===== config.mk =====
export PLATFORM = sky130hd
export DESIGN_NAME = vga_pattern_sched_flat
export DESIGN_NICKNAME = d
export VERILOG_FILES = /design/src/rtl/vga_pkg.sv /design/src/rtl/vga_pattern_sched_if.sv /design/src/rtl/vga_box_mover.sv /design/src/rtl/vga_pattern_sched.sv /design/src/flat_wrapper.sv
export SDC_FILE = /design/constraint.sdc
export NUM_CORES = 1
export LEC_CHECK = 0
export ABC_AREA = 1
export BUFFER_PORTS_ARGS = -buffer_cell sky130_fd_sc_hd__buf_2
export CAP_MARGIN = 0
export CORE_ASPECT_RATIO = 2
export CORE_MARGIN = 2
export CORE_UTILIZATION = 56
export CTS_CLUSTER_DIAMETER = 30
export DETAILED_ROUTE_END_ITERATION = 7
export GPL_TIMING_DRIVEN = 0
export PLACE_DENSITY = 0.76
export SYNTH_ARGS = -nofsm -noshare
export SYNTH_HDL_FRONTEND = slang
export SYNTH_SLANG_ARGS = --single-unit
export TNS_END_PERCENT = 10

===== constraint.sdc =====
create_clock -name clk -period 4.85 [get_ports clk]
set_clock_uncertainty 0.1 [all_clocks]
set_input_delay 0.2425 -clock clk [delete_from_list [all_inputs] [get_ports clk]]
set_output_delay 0.2425 -clock clk [all_outputs]
set_load 0.05 [all_outputs]

===== src/rtl/vga_pkg.sv =====
// Shared constants, mode encodings and colour helpers for the VGA pattern scheduler.
package vga_pkg;

  localparam int H_ACT = 800;
  localparam int V_ACT = 600;
  localparam int BOX   = 64;
  localparam int STEP  = 4;
  localparam int CDIV  = 30;

  typedef enum logic [1:0] {
    MODE_BARS  = 2'd0,
    MODE_CHECK = 2'd1,
    MODE_BOX   = 2'd2,
    MODE_SOLID = 2'd3
  } mode_t;

  localparam logic [7:0] BLACK = 8'h00;
  localparam logic [7:0] WHITE = 8'hFF;
  localparam logic [7:0] RED   = 8'hE0;
  localparam logic [7:0] BLUE  = 8'h03;

  // Which 100-pixel-wide bar a column falls into (0..7 across the active line).
  function automatic logic [2:0] bar_index(input logic [10:0] h);
    logic [2:0] idx;
    idx = '0;
    for (int i = 1; i < 8; i++) begin
      if (h >= 11'(i * 100)) idx = 3'(i);
    end
    return idx;
  endfunction

  // Colour bar: each index bit drives one whole RGB332 channel fully on or off.
  function automatic logic [7:0] bar_colour(input logic [2:0] i);
    return {{3{i[2]}}, {3{i[1]}}, {2{i[0]}}};
  endfunction

endpackage


===== src/rtl/vga_pattern_sched_if.sv =====
// Timing, key and pixel-code signals between the VGA driver side and the scheduler.
interface vga_pattern_sched_if;
  logic        frame_start;
  logic [10:0] hcnt;
  logic [9:0]  vcnt;
  logic        de;
  logic        key_next;
  logic        key_pause;
  logic [7:0]  en;
  logic [1:0]  mode;
  logic        paused;

  modport master (
    output frame_start, hcnt, vcnt, de, key_next, key_pause,
    input  en, mode, paused
  );

  modport slave (
    input  frame_start, hcnt, vcnt, de, key_next, key_pause,
    output en, mode, paused
  );
endinterface


===== src/rtl/vga_box_mover.sv =====
// Bouncing box position: moves STEP pixels per enabled frame on each axis, reflecting at the edges.
module vga_box_mover
  import vga_pkg::*;
(
  input  logic        clk,
  input  logic        rst,
  input  logic        step_en,
  output logic [10:0] box_x,
  output logic [9:0]  box_y
);

  localparam logic [11:0] BOX12  = 12'(BOX);
  localparam logic [11:0] STEP12 = 12'(STEP);
  localparam logic [11:0] XLIM12 = 12'(H_ACT);
  localparam logic [11:0] YLIM12 = 12'(V_ACT);

  // dir bits: 0 = moving towards larger coordinates, 1 = moving back towards 0
  logic        dir_x, dir_y;
  logic [11:0] x_ext, y_ext;

  assign x_ext = {1'b0, box_x};
  assign y_ext = {2'b0, box_y};

  // Advance both axes once per enabled frame, clamping to the wall and reversing on contact.
  always_ff @(posedge clk or posedge rst) begin
    if (rst) begin
      box_x <= '0;
      box_y <= '0;
      dir_x <= 1'b0;
      dir_y <= 1'b0;
    end else if (step_en) begin
      if (!dir_x) begin
        if (x_ext + BOX12 + STEP12 > XLIM12) begin
          box_x <= 11'(H_ACT - BOX);
          dir_x <= 1'b1;
        end else begin
          box_x <= box_x + 11'(STEP);
        end
      end else if (x_ext < STEP12) begin
        box_x <= '0;
        dir_x <= 1'b0;
      end else begin
        box_x <= box_x - 11'(STEP);
      end

      if (!dir_y) begin
        if (y_ext + BOX12 + STEP12 > YLIM12) begin
          box_y <= 10'(V_ACT - BOX);
          dir_y <= 1'b1;
        end else begin
          box_y <= box_y + 10'(STEP);
        end
      end else if (y_ext < STEP12) begin
        box_y <= '0;
        dir_y <= 1'b0;
      end else begin
        box_y <= box_y - 10'(STEP);
      end
    end
  end

endmodule


===== src/rtl/vga_pattern_sched.sv =====
// Frame-synchronous test-pattern scheduler: mode selection, animation state and registered pixel mux.
module vga_pattern_sched
  import vga_pkg::*;
(
  input  logic              clk,
  input  logic              rst,
  vga_pattern_sched_if.slave bus
);

  mode_t       state, state_nxt;
  logic        req;
  logic        paused_q;
  logic [7:0]  colour;
  logic [4:0]  div;
  logic [7:0]  en_q;
  logic [7:0]  pix;
  logic [10:0] box_x;
  logic [9:0]  box_y;
  logic        advance;
  logic        anim_step;
  logic        in_box;
  logic [11:0] hx, vy, bx, by;

  // A request raised in the very cycle of frame_start still counts for that frame.
  assign advance   = bus.frame_start & (req | bus.key_next);
  assign anim_step = bus.frame_start & ~paused_q;

  vga_box_mover u_box (
    .clk     (clk),
    .rst     (rst),
    .step_en (anim_step),
    .box_x   (box_x),
    .box_y   (box_y)
  );

  // Mode state register.
  always_ff @(posedge clk or posedge rst) begin
    if (rst) state <= MODE_BARS;
    else     state <= state_nxt;
  end

  // Step to the next pattern only when a pending request meets a frame boundary.
  always_comb begin
    state_nxt = state;
    if (advance) begin
      case (state)
        MODE_BARS:  state_nxt = MODE_CHECK;
        MODE_CHECK: state_nxt = MODE_BOX;
        MODE_BOX:   state_nxt = MODE_SOLID;
        MODE_SOLID: state_nxt = MODE_BARS;
      endcase
    end
  end

  // Mode output is the state itself.
  always_comb begin
    bus.mode = state;
  end

  // Sticky request: any number of key_next pulses within a frame collapse into one advance.
  always_ff @(posedge clk or posedge rst) begin
    if (rst)                  req <= 1'b0;
    else if (bus.frame_start) req <= 1'b0;
    else if (bus.key_next)    req <= 1'b1;
  end

  // Pause toggles immediately on each key press.
  always_ff @(posedge clk or posedge rst) begin
    if (rst)                paused_q <= 1'b0;
    else if (bus.key_pause) paused_q <= ~paused_q;
  end

  // Solid colour bumps once every CDIV animated frames.
  always_ff @(posedge clk or posedge rst) begin
    if (rst) begin
      div    <= '0;
      colour <= '0;
    end else if (anim_step) begin
      if (div == 5'(CDIV - 1)) begin
        div    <= '0;
        colour <= colour + 8'd1;
      end else begin
        div <= div + 5'd1;
      end
    end
  end

  assign hx = {1'b0, bus.hcnt};
  assign vy = {2'b0, bus.vcnt};
  assign bx = {1'b0, box_x};
  assign by = {2'b0, box_y};
  assign in_box = (hx >= bx) && (hx < bx + 12'(BOX)) && (vy >= by) && (vy < by + 12'(BOX));

  // Pattern generator for the current pixel; blanking always forces black.
  always_comb begin
    pix = BLACK;
    if (bus.de) begin
      case (state)
        MODE_BARS:  pix = bar_colour(bar_index(bus.hcnt));
        MODE_CHECK: pix = (bus.hcnt[5] ^ bus.vcnt[5]) ? WHITE : BLACK;
        MODE_BOX:   pix = in_box ? RED : BLUE;
        MODE_SOLID: pix = colour;
      endcase
    end
  end

  // One-cycle registered pixel path towards the rgb stage.
  always_ff @(posedge clk or posedge rst) begin
    if (rst) en_q <= BLACK;
    else     en_q <= pix;
  end

  assign bus.en     = en_q;
  assign bus.paused = paused_q;

endmodule

===== src/flat_wrapper.sv =====
// flat-port wrapper written by rule: the top's interface ports become plain ports
module vga_pattern_sched_flat import vga_pkg::*;
  (clk, rst, bus_frame_start, bus_hcnt, bus_vcnt, bus_de, bus_key_next, bus_key_pause, bus_en, bus_mode, bus_paused);
  vga_pattern_sched_if bus_i ();
  input  logic clk;
  input  logic rst;
  input wire logic [$bits(bus_i.frame_start)-1:0] bus_frame_start;
  input wire logic [$bits(bus_i.hcnt)-1:0] bus_hcnt;
  input wire logic [$bits(bus_i.vcnt)-1:0] bus_vcnt;
  input wire logic [$bits(bus_i.de)-1:0] bus_de;
  input wire logic [$bits(bus_i.key_next)-1:0] bus_key_next;
  input wire logic [$bits(bus_i.key_pause)-1:0] bus_key_pause;
  output wire logic [$bits(bus_i.en)-1:0] bus_en;
  output wire logic [$bits(bus_i.mode)-1:0] bus_mode;
  output wire logic [$bits(bus_i.paused)-1:0] bus_paused;
  assign bus_i.frame_start = bus_frame_start;
  assign bus_i.hcnt = bus_hcnt;
  assign bus_i.vcnt = bus_vcnt;
  assign bus_i.de = bus_de;
  assign bus_i.key_next = bus_key_next;
  assign bus_i.key_pause = bus_key_pause;
  assign bus_en = bus_i.en;
  assign bus_mode = bus_i.mode;
  assign bus_paused = bus_i.paused;
  vga_pattern_sched u_core (.clk(clk), .rst(rst), .bus(bus_i));
endmodule

* Word level (Yosys, flattened, before mapping)
Cells that the tools add are included. Widths: inputs -> output; s select.
Cells by class: $add $sub $neg 10, order comparisons 15, equality and inequality tests 4, muxes and demuxes 27, bitwise logic cells 5, reductions and logical operators 6
Operators with widths (number):
- $ge 11x9->1 const B | 3
- $mux 11 | 3
- $pmux 8 s4 | 1
- $mux 10 | 3
- $add 12x3->12 const B | 2
- $gt 12x10->1 const B | 2
- $mux 8 | 3
- $ge 11x10->1 const B | 2
- $add 11x7->12 const B | 1
- $lt 10x12->1 | 1
- $lt 11x12->1 | 1
- $mux 3 | 4
- $add 10x7->11 const B | 1
- $add 11x3->11 const B | 1
- $ge 11x11->1 | 1
- $ge 11x7->1 const B | 1
- $ge 11x8->1 const B | 1
- $lt 11x3->1 const B | 1
- $sub 11x3->11 const B | 1
- $add 10x3->10 const B | 1
- $ge 10x10->1 | 1
- $lt 10x3->1 const B | 1
- $sub 10x3->10 const B | 1
- $mux 1 | 9
- other kinds (16) | 21
Word-level totals: flip-flop bits (word level) 48, bits of input ports 27, output and inout bits 11, word-level logic and storage cells 77

* Depth between registers and ports, before layout
word-level depth 10, depth in mapped cells 17

* Cells and area by module
A second synthesis with hierarchy kept.
Unflattened totals: cell total of the unflattened synthesis 628, area, all modules 4240.3 µm²
Modules (own cells, without submodules):
- vga_pattern_sched | instances 1, cells an instance 342, area each 2416.1 µm², sequential area each 625.6 µm²
- vga_box_mover | instances 1, cells an instance 286, area each 1824.2 µm², sequential area each 475.5 µm²

* Least setup slack after synthesis
OpenSTA, ideal clock, no wires.
kind reg2reg, start point reg u_core.u_box.box_x[6], end point reg u_core.en_q[5], in the netlist u_core.bus.en[5], setup time 77 ps, data arrival time 2057 ps, required time 4673 ps, setup slack 2616 ps, cell stages (with the launch flop) 17, buffers on the path 1, path through dfrtp_1 > buf_2 > inv_1 > ha_1 > inv_1 > ha_1 > inv_1 > nor2_1 > a21oi_1 > nand2_1 > nand2_1 > nand2_1 > nand2_1 > nand2_1 > nand2_1 > nand4_1 > a21oi_1
On the way: longest elaborated chain between the ends 8, elaborated cells on any way between the ends 9
Ends and longest elaborated chain:
- from (decl) | line vga_box_mover.sv:8 | output logic [10:0] box_x,
- from (signal assigned) | line vga_box_mover.sv:34 | box_x <= 11'(H_ACT - BOX);
- from (signal assigned) | line vga_box_mover.sv:37 | box_x <= box_x + 11'(STEP);
- from (signal assigned) | line vga_box_mover.sv:43 | box_x <= box_x - 11'(STEP);
- $add 11x7->12 | line vga_pattern_sched.sv:92 | assign in_box = (hx >= bx) && (hx < bx + 12'(BOX)) && (vy >= by) && (vy < by + 12'(BOX));
- $lt 11x12->1 | line vga_pattern_sched.sv:92
- $logic_and 1x1->1 * (3 in series) | line vga_pattern_sched.sv:92
- $mux 8 * | line vga_pattern_sched.sv:101 | MODE_BOX: pix = in_box ? RED : BLUE;
- $pmux 8 s4 * | line vga_pattern_sched.sv:98 | case (state)
- $mux 8 * | line vga_pattern_sched.sv:97 | if (bus.de) begin
- net u_core.pix[5] | line vga_pattern_sched.sv:16 | logic [7:0] pix;
- to (signal assigned) | line vga_pattern_sched.sv:110 | else en_q <= pix;
- to (decl) | line vga_pattern_sched.sv:15 | logic [7:0] en_q;
Mark *: on every way through the listed nets, which the timed path passes. The rest lies on a longest branch. A chain may end at the register's enable or synchronous reset.

* Final worst setup path
start point reg u_core.u_box.box_x[6], end point reg u_core.en_q[7], in the netlist u_core.bus.en[7]
Same word-level chain as after synthesis.

==> impl_results.md <==
- Post-route cell area: approximately 4400 µm²
- Post-DP HPWL: between 8000 and 9000 µm
- # resized after CTS: 0
- Largest family of logic cells by synthesized area: simple AND/OR/NAND/NOR gates
- Share of flip-flops with an asynchronous set or reset: 1.00
- # hold bufs at CTS: 0
- Mapped Nets: approximately 620
- Crit path DAT: about 2.9 ns
- Adder-Cell Fraction of Synth Area: 0.139
- Reg clk slew, reported paths: 0.06 ns
- Initial Util: 0.574
- Fin worst setup slack: between 2 and 2.5 ns
- Final setup violation count: 0
- Sequential share of the synthesized area: 0.279
- Final core utilization: 0.640
- Reg2Reg Depth: 16
- Simple-gate share of the synthesized area: 0.287
- CTS tree: done
- First-pass GRT wire length: roughly 17,000 µm
- Post-synth EDFFs: 0
- Largest net degree at the start of global routing: 45
- IO buf count: 33
- Chip height: between 100 and 150 µm
- Total core area: around 6900 µm²
- Min-delay src: bus_frame_start
- Reg-to-Reg Start: u_core.u_box.box_x[6]
- Crit end category: flop
- Maximum clock rate: 354 MHz
- Critical path data required time: just under 5 ns
- Setup slack, reg-to-reg: slightly above 2 ns
- Post-synthesis mux area share: 0
- Initial antenna violation count: 0
- RSZ-0062 raised after global routing: false
- Setup crit end: u_core.bus.en[7]
- #FFs+latches synth: 44
- Number of iterations in the first detailed-routing pass: 5
- Post-synthesis cell area: approximately 4000 µm²
- RePlAce Congestion: 0.959
- Vias in the first global route: around 3,800
- Hold crit path type: input port to flop
- Share of cells above drive strength 1: 0.150
- Final nets: ~660
- Via count: between 3,000 and 4,000
- Full die area: ~8000 µm²
- Clk root buf: clkbuf_16
- Synth Area in Compound Gates: 0.150
- Routed wire length: ~9900 µm
- Post-CTS setup buffer count: 0
- Critical Path Source: u_core.u_box.box_x[6]
- Crit path launch type: flop
- Post-synthesis xor/xnor area fraction: 0.0554
- Unique masters post-synth: 42
- Placed inst area: between 4000 and 5000 µm²
- Row cnt: 43
- Routed wire length per instance: approximately 15 µm
- Worst-path fanout max: 8
- Die X: about 63 µm
- CTS buffer count: 5
- Worst r2r dst: u_core.bus.en[7]
- Drt first-iter violations: roughly 160
- Slew Limit Fails: 0
- Area growth, synth to finish: 11.5%
- Remaining antenna violation count: 0
- TritonCTS sink count: between 40 and 50
- Main synth FF type: dfrtp_1
- Total gr overflow: 0
- Cell Count Post-Placement: around 670
- Post-route DRC: 0
- Syn_area_per_cell: between 7 and 8 µm²
- Peak supply drop: 0.000281 V
- Leak pwr: roughly 0.0023 µW
- Worst-margin pin slew: just under 0.9 ns
- Max_cap viols: 0
- Minimum clock period: 2.82 ns
- Rel. slew slack: 0.407
- Worst-skew pair later-pin latency: 0.29 ns
- CTS Buffer Depth: 2
- Place WS: 2.08 ns
- Vias per cell: 5.55
- Kind of critical path: flop to flop
- Power Density: 644 nW/µm²
- Ports: 38
- H-tree depth: 2
- Post-Synthesis Cells: 544
- Final period util: 0.582
- Yosys warns: 0
- Ant. Diodes: 0
- Status: completed
- Final setup TNS: 0 ns
- Final Hold Fails: 0
- Non-filler cells, final: between 600 and 700
- All-layer global routing usage: 0.271
## how the worst min path moves through the flow
stage               cells after the start  slack [ns]    endpoint
floorplan                               1        0.21  u_core.req
global placement                        2        0.31  u_core.req
detailed placement                      2        0.31  u_core.req
CTS                                     2      0.0003  u_core.req
global route                            2        0.01  u_core.req
finish                                  2       0.004  u_core.req
## cell families after synthesis
kind of cell	after synthesis
compound gates	102
xor+xnor	25
fa+ha+maj	44
buf+inv	91
flops	44
simple gates	238
## cell usage in the layout, fill, tap and decap left out, types with 3 or more instances in the layout
cell type	Yosys	layout
clkbuf_1	4	4
buf_2	3	36
nor2_4	5	5
a22oi_2	3	3
dfrtp_1	44	44
nor3_1	7	7
o21ai_1	3	3
inv_1	72	71
nand3_2	6	6
a31oi_1	6	6
xor2_1	21	21
nand3_1	41	41
clkbuf_16	0	5
xnor2_1	4	4
a21oi_1	42	42
ha_1	44	44
o21a_1	3	3
nand4_1	9	9
nand2_2	8	8
inv_2	8	9
a22oi_1	5	5
o21ai_0	29	29
o211ai_1	3	3
nor2_2	3	3
nor2_1	41	41
nand2_1	108	108
## critical path: stages, from the launching register on
cell,delay [ns]
dfrtp_1,0.45
buf_2,0.25
inv_1,0.17
ha_1,0.34
inv_1,0.12
ha_1,0.25
inv_1,0.06
nor2_1,0.04
a21oi_1,0.13
nand2_1,0.07
nand2_1,0.06
nand2_1,0.05
nand2_1,0.05
nand2_1,0.05
nand2_1,0.15
nand4_1,0.17
a21oi_1,0.22
## metal layers
metal / track usage / wire length, µm / part of all wire / up-vias
met2: 0.518 / 5450 / 0.55 / 96
met5: 0 / 0 / 0 / -
met4: 0.198 / 603 / 0.061 / 0
li1: - / - / - / 1872
met1: 0.263 / 3460 / 0.35 / 1744
met3: 0.0238 / 340 / 0.035 / 32
## layout make-up
cell class,count,area (µm²)
tap,90,113
inverter,81,307
clock inverter,2,38.8
multi-input combinational,409,2500
timing repair buffer,33,165
fill,674,2480
buffer,10,48.8
clock buffer,6,139
sequential,44,1100
## power by group
group	switching, µW	total (µW)	internal [µW]
Clock	145	403	258
Sequential	154	662	508
Combinational	1190	1770	584
## through the flow
stage | power [µW] | hold slack (ns)
CTS | 2840 | 0.000291
global placement | 2370 | 0.308
floorplan | 2000 | 0.206
detailed placement | 2430 | 0.312
global route | 3110 | 0.0139
finish | 2840 | 0.00411
## Yosys cell counts, types with 6 or more instances
cell type	n	area share
nor3_1	7	0.0089
inv_2	8	0.0076
ha_1	44	0.14
xor2_1	21	0.047
a31oi_1	6	0.0095
inv_1	72	0.068
nand3_1	41	0.052
nand2_1	108	0.10
nand2_2	8	0.013
nand4_1	9	0.014
nand3_2	6	0.015
a21oi_1	42	0.053
o21ai_0	29	0.037
dfrtp_1	44	0.28
nor2_1	41	0.039
## sequential cells by signal, indices dropped and copies added (netlist names)
name,flops
u_core.u_box.box_x,9
u_core.bus.en,8
u_core.colour,8
u_core.u_box.box_y,8
u_core.div,5
u_core.bus.mode,2
u_core.bus.paused,1
u_core.req,1
u_core.u_box.dir_x,1
u_core.u_box.dir_y,1
Power figures use the tool's default switching activity.
